[config.mk]
export PLATFORM = sky130hd
export DESIGN_NAME = approx_mul_pipe
export DESIGN_NICKNAME = d
export VERILOG_FILES = /design/src/rtl/approx_mul_pkg.sv /design/src/rtl/approx_low_array.sv /design/src/rtl/approx_mul_pipe.sv
export SDC_FILE = /design/constraint.sdc
export NUM_CORES = 1
export LEC_CHECK = 0
export ABC_AREA = 1
export BUFFER_PORTS_ARGS = -buffer_cell sky130_fd_sc_hd__buf_2
export CAP_MARGIN = 10
export CORE_MARGIN = 3
export CORE_UTILIZATION = 35
export CTS_CLUSTER_DIAMETER = 150
export DETAILED_ROUTE_END_ITERATION = 10
export GPL_ROUTABILITY_DRIVEN = 0
export PLACE_DENSITY = 0.64
export SYNTH_ARGS = -nofsm -noshare
export SYNTH_HDL_FRONTEND = slang
export SYNTH_SLANG_ARGS = --single-unit
[constraint.sdc]
create_clock -name clk -period 3.95 [get_ports clk]
set_input_delay 0.1975 -clock clk [delete_from_list [all_inputs] [get_ports clk]]
set_output_delay 0.1975 -clock clk [all_outputs]
set_load 0.01 [all_outputs]
[src/rtl/approx_mul_pkg.sv]
// rtl/approx_mul_pkg.sv - shared types and parameter checks for the approximate multiplier
// Contents:
//   mode_e       : per-beat arithmetic mode (exact / approximate)
//   params_legal : elaboration-time legality check of the multiplier parameters
package approx_mul_pkg;

   typedef enum logic {
      MODE_EXACT  = 1'b0,
      MODE_APPROX = 1'b1
   } mode_e;

   function automatic bit params_legal(int w, int l, int k, int tag_w, int cnt_w);
      return (w >= 4) && (w <= 32) &&
             (l >= 0) && (l <= w) &&
             (k >= 0) && (k <= 2 * w - 1) &&
             (tag_w >= 1) && (cnt_w >= 1);
   endfunction

endpackage

[src/rtl/approx_low_array.sv]
// rtl/approx_low_array.sv - combinational OR-compressed, column-truncated low partial-product array
// Ports:
//   x   : in,  low multiplier bits x[L-1:0] (one dummy bit when L=0)
//   y   : in,  multiplicand
//   low : out, LOW term (2W bits)
module approx_low_array
   import approx_mul_pkg::*;
#(
   parameter int W = 8,
   parameter int L = 6,
   parameter int K = 6,
   localparam int XW = (L > 0) ? L : 1
) (
   input  logic [XW-1:0]  x,
   input  logic [W-1:0]   y,
   output logic [2*W-1:0] low
);

   localparam int PW = 2 * W;
   // Keeps product columns K and above.
   localparam logic [PW-1:0] KMASK = {PW{1'b1}} << K;

   // Rows are taken in pairs; a pair is OR-ed instead of added, an odd
   // trailing row stands alone. Each contribution is truncated below K.
   always_comb begin
      logic [PW-1:0] pair;
      pair = '0;
      low  = '0;
      for (int j = 0; j < L; j += 2) begin
         pair = '0;
         for (int i = j; (i < j + 2) && (i < L); i++) begin
            if (x[i]) begin
               pair = pair | (PW'(y) << i);
            end
         end
         low = low + (pair & KMASK);
      end
   end

endmodule

[src/rtl/approx_mul_pipe.sv]
// rtl/approx_mul_pipe.sv - 3-stage valid/ready approximate/exact unsigned multiplier
// Ports:
//   clk, rst_n            : clock, asynchronous active-low reset
//   in_valid/in_ready     : operand beat handshake
//   in_x, in_y            : multiplier, multiplicand (W bits)
//   in_approx, in_tag     : per-beat mode select and opaque tag
//   out_valid/out_ready   : result handshake
//   out_z, out_tag        : product (2W bits) and returned tag
//   out_approx            : mode the result was computed in
//   approx_cnt, cnt_clr   : saturating count of delivered approximate results, sync clear
module approx_mul_pipe
   import approx_mul_pkg::*;
#(
   parameter int W     = 8,
   parameter int L     = 6,
   parameter int K     = 6,
   parameter int TAG_W = 4,
   parameter int CNT_W = 16
) (
   input  logic               clk,
   input  logic               rst_n,
   input  logic               in_valid,
   output logic               in_ready,
   input  logic [W-1:0]       in_x,
   input  logic [W-1:0]       in_y,
   input  logic               in_approx,
   input  logic [TAG_W-1:0]   in_tag,
   output logic               out_valid,
   input  logic               out_ready,
   output logic [2*W-1:0]     out_z,
   output logic [TAG_W-1:0]   out_tag,
   output logic               out_approx,
   output logic [CNT_W-1:0]   approx_cnt,
   input  logic               cnt_clr
);

   localparam int PW = 2 * W;
   localparam int XW = (L > 0) ? L : 1;
   // Clearing the low L bits of x and multiplying equals (y * x[W-1:L]) << L,
   // and stays well-formed for L=0 and L=W.
   localparam logic [W-1:0]     HMASK   = {W{1'b1}} << L;
   localparam logic [CNT_W-1:0] CNT_MAX = '1;

   if (!params_legal(W, L, K, TAG_W, CNT_W)) begin : g_bad_params
      $error("approx_mul_pipe: illegal parameter combination");
   end

   // Global stall: every stage moves only when the output slot is free or drained.
   logic advance;
   assign advance  = !out_valid || out_ready;
   assign in_ready = advance;

   // S1: operand register
   logic             s1_valid;
   logic [W-1:0]     s1_x;
   logic [W-1:0]     s1_y;
   mode_e            s1_mode;
   logic [TAG_W-1:0] s1_tag;

   always_ff @(posedge clk or negedge rst_n) begin
      if (!rst_n) begin
         s1_valid <= 1'b0;
         s1_x     <= '0;
         s1_y     <= '0;
         s1_mode  <= MODE_EXACT;
         s1_tag   <= '0;
      end else if (advance) begin
         s1_valid <= in_valid;
         s1_x     <= in_x;
         s1_y     <= in_y;
         s1_mode  <= in_approx ? MODE_APPROX : MODE_EXACT;
         s1_tag   <= in_tag;
      end
   end

   // S2: partial products into HIGH and LOW
   logic [PW-1:0] low_term;
   logic [PW-1:0] high_term;

   approx_low_array #(
      .W (W),
      .L (L),
      .K (K)
   ) u_low (
      .x   (s1_x[XW-1:0]),
      .y   (s1_y),
      .low (low_term)
   );

   always_comb begin
      high_term = '0;
      if (s1_mode == MODE_APPROX) begin
         high_term = PW'(s1_y) * PW'(s1_x & HMASK);
      end else begin
         high_term = PW'(s1_y) * PW'(s1_x);
      end
   end

   logic             s2_valid;
   logic [PW-1:0]    s2_high;
   logic [PW-1:0]    s2_low;
   mode_e            s2_mode;
   logic [TAG_W-1:0] s2_tag;

   always_ff @(posedge clk or negedge rst_n) begin
      if (!rst_n) begin
         s2_valid <= 1'b0;
         s2_high  <= '0;
         s2_low   <= '0;
         s2_mode  <= MODE_EXACT;
         s2_tag   <= '0;
      end else if (advance) begin
         s2_valid <= s1_valid;
         s2_high  <= high_term;
         s2_low   <= (s1_mode == MODE_APPROX) ? low_term : '0;
         s2_mode  <= s1_mode;
         s2_tag   <= s1_tag;
      end
   end

   // S3: final addition into the output register
   always_ff @(posedge clk or negedge rst_n) begin
      if (!rst_n) begin
         out_valid  <= 1'b0;
         out_z      <= '0;
         out_tag    <= '0;
         out_approx <= 1'b0;
      end else if (advance) begin
         out_valid  <= s2_valid;
         out_z      <= s2_high + s2_low;
         out_tag    <= s2_tag;
         out_approx <= (s2_mode == MODE_APPROX);
      end
   end

   // Clear has priority over a same-cycle increment.
   always_ff @(posedge clk or negedge rst_n) begin
      if (!rst_n) begin
         approx_cnt <= '0;
      end else if (cnt_clr) begin
         approx_cnt <= '0;
      end else if (out_valid && out_ready && out_approx && (approx_cnt != CNT_MAX)) begin
         approx_cnt <= approx_cnt + 1'b1;
      end
   end

endmodule

==> Word level (Yosys, flattened, before mapping) <==
Cells that the tools add are included.
{ "totals": {"reg_bits": 98, "latchBits": 0, "ramBits": 0, "rom_bits": 0, "in_bits": 26, "output_inout_bits": 39, "wordCells": 42, "mem_count": 0} }
{ "op_classes": {"addsub": 4, "n_mul": 2, "div": 0, "order_cmp": 0, "eq_ne": 1, "shift": 0, "n_mux": 11, "bitwise": 3, "n_reduce_logical": 6} }
{ "op_table": {"columns": ["op", "count"], "rows": [
  ["$mux W16", 7],
  ["$add A16 B16 Y16", 3],
  ["$add A16 B1 Y16 const B", 1],
  ["$mul A8 B8 Y16", 1],
  ["$ne A16 B16 Y1 const B", 1],
  ["$or A16 B11 Y16", 1],
  ["$or A16 B9 Y16", 1],
  ["$or A12 B13 Y13", 1],
  ["$mux W12", 1],
  ["$mul A8 B2 Y10", 1],
  ["$mux W10", 1],
  ["$mux W8", 1],
  ["$logic_and A1 B1 Y1", 3],
  ["$reduce_bool A2 Y1", 1],
  ["$logic_not A1 Y1", 1],
  ["$logic_or A1 B1 Y1", 1],
  ["$mux W1", 1]
]} }

==> Depth between registers and ports, before layout <==
{ "logic_depth": {"word_depth": 6, "depth_mapped": 23, "depth_no_buf": 22} }

==> Cells and area by module <==
Synthesis repeated with hierarchy kept, for this count alone.
{ "hier_totals": {"hier_cells": 1074, "area_unflattened_um2": 8020.2} }
{ "by_module_without_submodules": {"columns": ["module", "n_inst", "cells_per_inst", "area_per_inst_um2", "seq_area_each_um2"], "rows": [
  ["approx_mul_pipe", 1, 985, 7464.7, 2452.4],
  ["approx_low_array", 1, 89, 555.5, 0.0]
]} }

==> Worst setup path after synthesis <==
OpenSTA, ideal clock, no wires.
{ "synth_path": {"path_kind": "register to register", "from": "register s1_y[2]", "to": "register s2_high[15]", "setup_ps": 113, "t_arrival_ps": 3869, "required_ps": 3837, "slack_ps": -32, "stages_incl_launch_ff": 19, "n_path_buf": 1, "period_less_slack_ps": 3982, "cell_sequence": "dfrtp_1 clkbuf_1 nand2_1 inv_1 fa_1 fa_1 fa_1 inv_1 fa_1 inv_1 ha_1 a21oi_1 o21ai_0 nand2_1 nand3_1 nand2_1 nand3_1 nand2_1 inv_1"} }
{ "synth_between": {"elab_chain_len": 2, "word_cells_on_any_way": 3, "cone_classes": "mul (2); mux (1)"} }
{ "synth_rtl": {"columns": ["item", "line_no", "text"], "rows": [
  ["start, declared", "approx_mul_pipe.sv:56", "logic [W-1:0] s1_y;"],
  ["start signal, assigned", "approx_mul_pipe.sv:70", "s1_y <= in_y;"],
  ["$mul A8 B8 Y16 or $mul A8 B2 Y10 (tied branches)", "approx_mul_pipe.sv:95, approx_mul_pipe.sv:93", null],
  ["$mux W16 *", "approx_mul_pipe.sv:92", "if (s1_mode == MODE_APPROX) begin"],
  ["end signal, assigned", "approx_mul_pipe.sv:114", "s2_high <= high_term;"],
  ["end, declared", "approx_mul_pipe.sv:100", "logic [PW-1:0] s2_high;"]
]} }
Every way passes the cells marked *; elsewhere a longest branch is shown, timed or not.
A chain may end at the register's enable or synchronous reset.

==> Final worst setup path <==
{ "layout_path": {"from": "register s1_y[5]", "to": "register s2_high[10]"} }
{ "layout_between": {"elab_chain_len": 2} }
{ "layout_rtl": {"columns": ["item", "line_no", "text"], "rows": [
  ["$mul A8 B8 Y16", "approx_mul_pipe.sv:95", "high_term = PW'(s1_y) * PW'(s1_x);"],
  ["$mux W16", "approx_mul_pipe.sv:92", null]
]} }
No other way between the ends.

==> impl_metrics.csv <==
group,metric,value,unit
detailed_routing,via_per_inst,4.784,
worst_setup_path,cp_data_arrival_time,4.27,ns
floorplanning,die_area,22240,µm²
detailed_routing,drtIter0Drc,370,
cts,cts_root_buf,"clkbuf_16",
yosys,yosys_warnings,0,
power_and_ir_drop,p_sw,4.332,mW
worst_setup_path,worst-path-buf-inv,5,
hold_path,hold_depth,3,
cts,h-tree-depth,3,
cts,insertion_delay,0.36,ns
worst_setup_path,path_delay_family,"adder cells",
final_layout,seq_area,2263,µm²
yosys,synth_area,7171,µm²
sta,slew_headroom,0.3371,
final_layout,n_fill_cell,1975,
sta,min_period,3.989,ns
sta,tns,-0.06163,ns
yosys,ys_ff_latch,90,
power_and_ir_drop,swShare,0.4885,
worst_setup_path,end_kind,"flop",
cts,cts_num_sinks,90,
worst_setup_path,critPathMaxFanout,5,
global_route,grt_first_pass_wirelength,30820,µm
worst_setup_path,cpMostUsedCell,"nand2_2",
floorplanning,row_count,51,
sta,setup_ws,-0.03934,ns
global_route,antenna_found_initial,0,
worst_setup_path,worstSetupStartpointType,"flop",
sta,final.period_utilization,1.010,
power_and_ir_drop,clockPowerShare,0.109,
yosys,synth_cells,950,
final_layout,final_common_cell,"nand2_1",
cts,cts_buffers,9,
place,io_buffer_count,64,
hold_path,worstHoldPathType,"primary input to flop",
sta,max_freq,250.7,MHz
worst_setup_path,max_stage_delay,0.54,ns
detailed_routing,wirelength,18660,µm
worst_setup_path,path_cells,"nand2_2 -> inv_2 -> fa_1 -> inv_2 -> fa_1 -> inv_1 -> fa_1 -> inv_2 -> fa_1 -> inv_2 -> ha_4 -> nand2_2 -> nand2_2 -> nand2_2 -> nand2_2 -> a21oi_2 -> xnor2_1 -> nand2_1 -> a21oi_1",
final_layout,drive_gt1_frac,0.2364,
sta,hold_viol,0,
floorplanning,core_area,19780,µm²
sta,tightest_slew,0.9943,ns
final_layout,n_antenna_cell,0,
worst_setup_path,critPathKind,"flop to flop",
cts,cts_tree,"yes",
yosys,yosysTopAreaCell,"dfrtp_1",
detailed_routing,vias,6368,
run_status,violations,"negative setup slack",
sta,setup_violations,2,
global_route,grt_overflow,0,
global_route,grt_max_degree,60,
detailed_routing,ant_nets,0,
power_and_ir_drop,intPower,4.536,mW
sta,fin_skew,0.008375,ns
sta,slew_viol_final,0,
final_layout,final_core_util,0.4486,
worst_setup_path,crit_slowest_cell,"fa_1",
worst_setup_path,r2r_setup_slack,-0.04,ns
global_route,grt_pass1_vias,6336,
final_layout,multi_input_area,4471,µm²
global_route,track_usage,0.1718,
floorplanning,fp.dieW,149.1,µm
power_and_ir_drop,comb_power_share,0.729,
floorplanning,initial_core_util,0.3625,
floorplanning,io_pins,65,
power_and_ir_drop,p_seq_frac,0.163,
yosys,synth_top_area_share,0.3141,
yosys,syn_nets,1077,
yosys,syn_area_per_cell,7.548,µm²
floorplanning,die_y,149.1,µm
hold_path,min_to,"s1_tag[2]",
power_and_ir_drop,power.leakage,5.078,nW
hold_path,hp-start,"in_tag[2]",
final_layout,nNetsFinal,1188,
power_and_ir_drop,power_density,999.3,nW/µm²
run,cap_viol_max_count,0,
detailed_routing,dr.pass1.iters,7,
worst_setup_path,reg2reg_depth,19,
detailed_routing,drc,0,
run_status,status,"finished, violations left",
sta,rsz0062_at_grt,"true",
cts,cts_buffer_depth,2,
yosys,yosysUniqueCellTypes,36,
final_layout,syn_to_final_growth,23.77,%
power_and_ir_drop,max-vdd-ir-drop,0.8119,mV
worst_setup_path,cp.required,4.23,ns
yosys,synth_area_leaders,"dfrtp_1 31%, nand2_1 17%, fa_1 12%",
yosys,yosysSeqAreaShare,0.3141,
detailed_routing,routedWlPerCell,14.02,µm
worst_setup_path,worstReg2RegEnd,"s2_high[10]",
cts,cts.clk_slew.worst_paths,0.07,ns
final_layout,final_cell_mix,"308 x nand2_1, 154 x inv_1, 81 x dfrtp_1",
worst_setup_path,r2r_start,"s1_y[5]",
place,hpwlAfterDp,13810,µm
[worst min-delay path, stage by stage]
cell	delay (ns)
buf_2	0.08
nand2_1	0.04
nand2_1	0.04
[cells by family after synthesis]
group	Yosys count	synth area share
AND/OR/NAND/NOR	459	0.2642
buffers and inverters	202	0.1103
adder cells (fa/ha/maj)	101	0.2202
flip-flops	90	0.3141
AO/OA/AOI/OAI	82	0.07171
XOR/XNOR	16	0.01954
[layout make-up]
class                      count  area share
clock inverter                 6     0.01071
tap                          265     0.03736
timing repair buffer         132     0.09545
multi-input combinational    658      0.5037
sequential                    90      0.2550
inverter                     170     0.07190
clock buffer                  10     0.02580
[cells in the mapped netlist]
cell type,n
a21o_1,2
a21oi_1,27
a21oi_2,1
a22o_1,6
a22oi_1,2
a31oi_1,2
a32o_1,1
buf_2,11
buf_4,2
buf_6,1
clkbuf_1,17
clkbuf_4,1
dfrtp_1,90
fa_1,42
ha_1,59
inv_1,168
inv_2,2
nand2_1,328
nand2_2,3
nand2_4,2
nand3_1,51
nand3_2,2
nand4_1,16
nor2_1,46
nor2_4,1
nor3_1,8
nor3_4,1
o21a_1,1
o21ai_0,23
o21ai_2,9
o21bai_1,3
o221ai_1,3
o31ai_1,2
or2_2,1
xnor2_1,9
xor2_1,7
[metal layers]
metal	GRT usage	vias to the layer above	routed length, µm
met2	0.2808	138	8725
met5	0	-	0
met4	0.05263	0	454
met1	0.2347	3035	8663
li1	-	3157	-
met3	0.02887	38	813
[worst max path at each step]
| stage | start | end | slack (ns) | cells after the start |
|---|---|---|---|---|
| CTS | s1_x[5] | s2_high[14] | -0.01 | 22 |
| global placement | s1_x[5] | s2_high[14] | -0.08 | 20 |
| detailed placement | s1_x[5] | s2_high[14] | -0.12 | 20 |
| finish | s1_y[5] | s2_high[10] | -0.04 | 19 |
| floorplan | s1_y[4] | s2_high[10] | 0.007 | 18 |
| global route | s1_y[3] | s2_high[12] | -0.22 | 18 |
[flip-flops by register name, summed over array words and instances, names as in the netlist, 4 cells and up]
register	cells
approx_cnt	16
out_tag	4
out_z	16
s1_tag	4
s1_x	8
s1_y	8
s2_high	16
s2_low	8
s2_tag	4
[repair_timing]
| item | 4_1_cts | 5_1_grt |
|---|---|---|
| setup buffers | 15 | 9 |
| endpoints found under the hold margin | 58 | 0 |
| endpoints found under the setup margin | 7 | 13 |
| pin swaps | 8 | 53 |
| resized for setup | 25 | 74 |
| cloned | 0 | 0 |
| hold buffers | 1 | 0 |
[stage by stage]
stage,total power [mW],setup slack (ns),cells,hold WS [ns],instance area [µm²]
floorplan,4.792,0.006819,950,-0.09809,7181
global placement,6.204,-0.07769,1292,0.3258,8021
detailed placement,6.238,-0.1240,1292,0.3247,8021
CTS,7.851,-0.01461,1324,0.01797,8576
global route,9.745,-0.2162,1331,0.02499,8875
finish,8.868,-0.03934,1331,0.03015,8875
[power by group through the flow]
stage	registers (mW)	logic (mW)	clock network [mW]
after detailed placement	1.45	4.79	0
after CTS	1.44	5.43	0.983
after global placement	1.44	4.76	0
after floorplan	1.40	3.39	0
after global routing	1.48	7.24	1.03
final	1.44	6.46	0.963
Note: power is estimated with default switching activity, not from simulation.
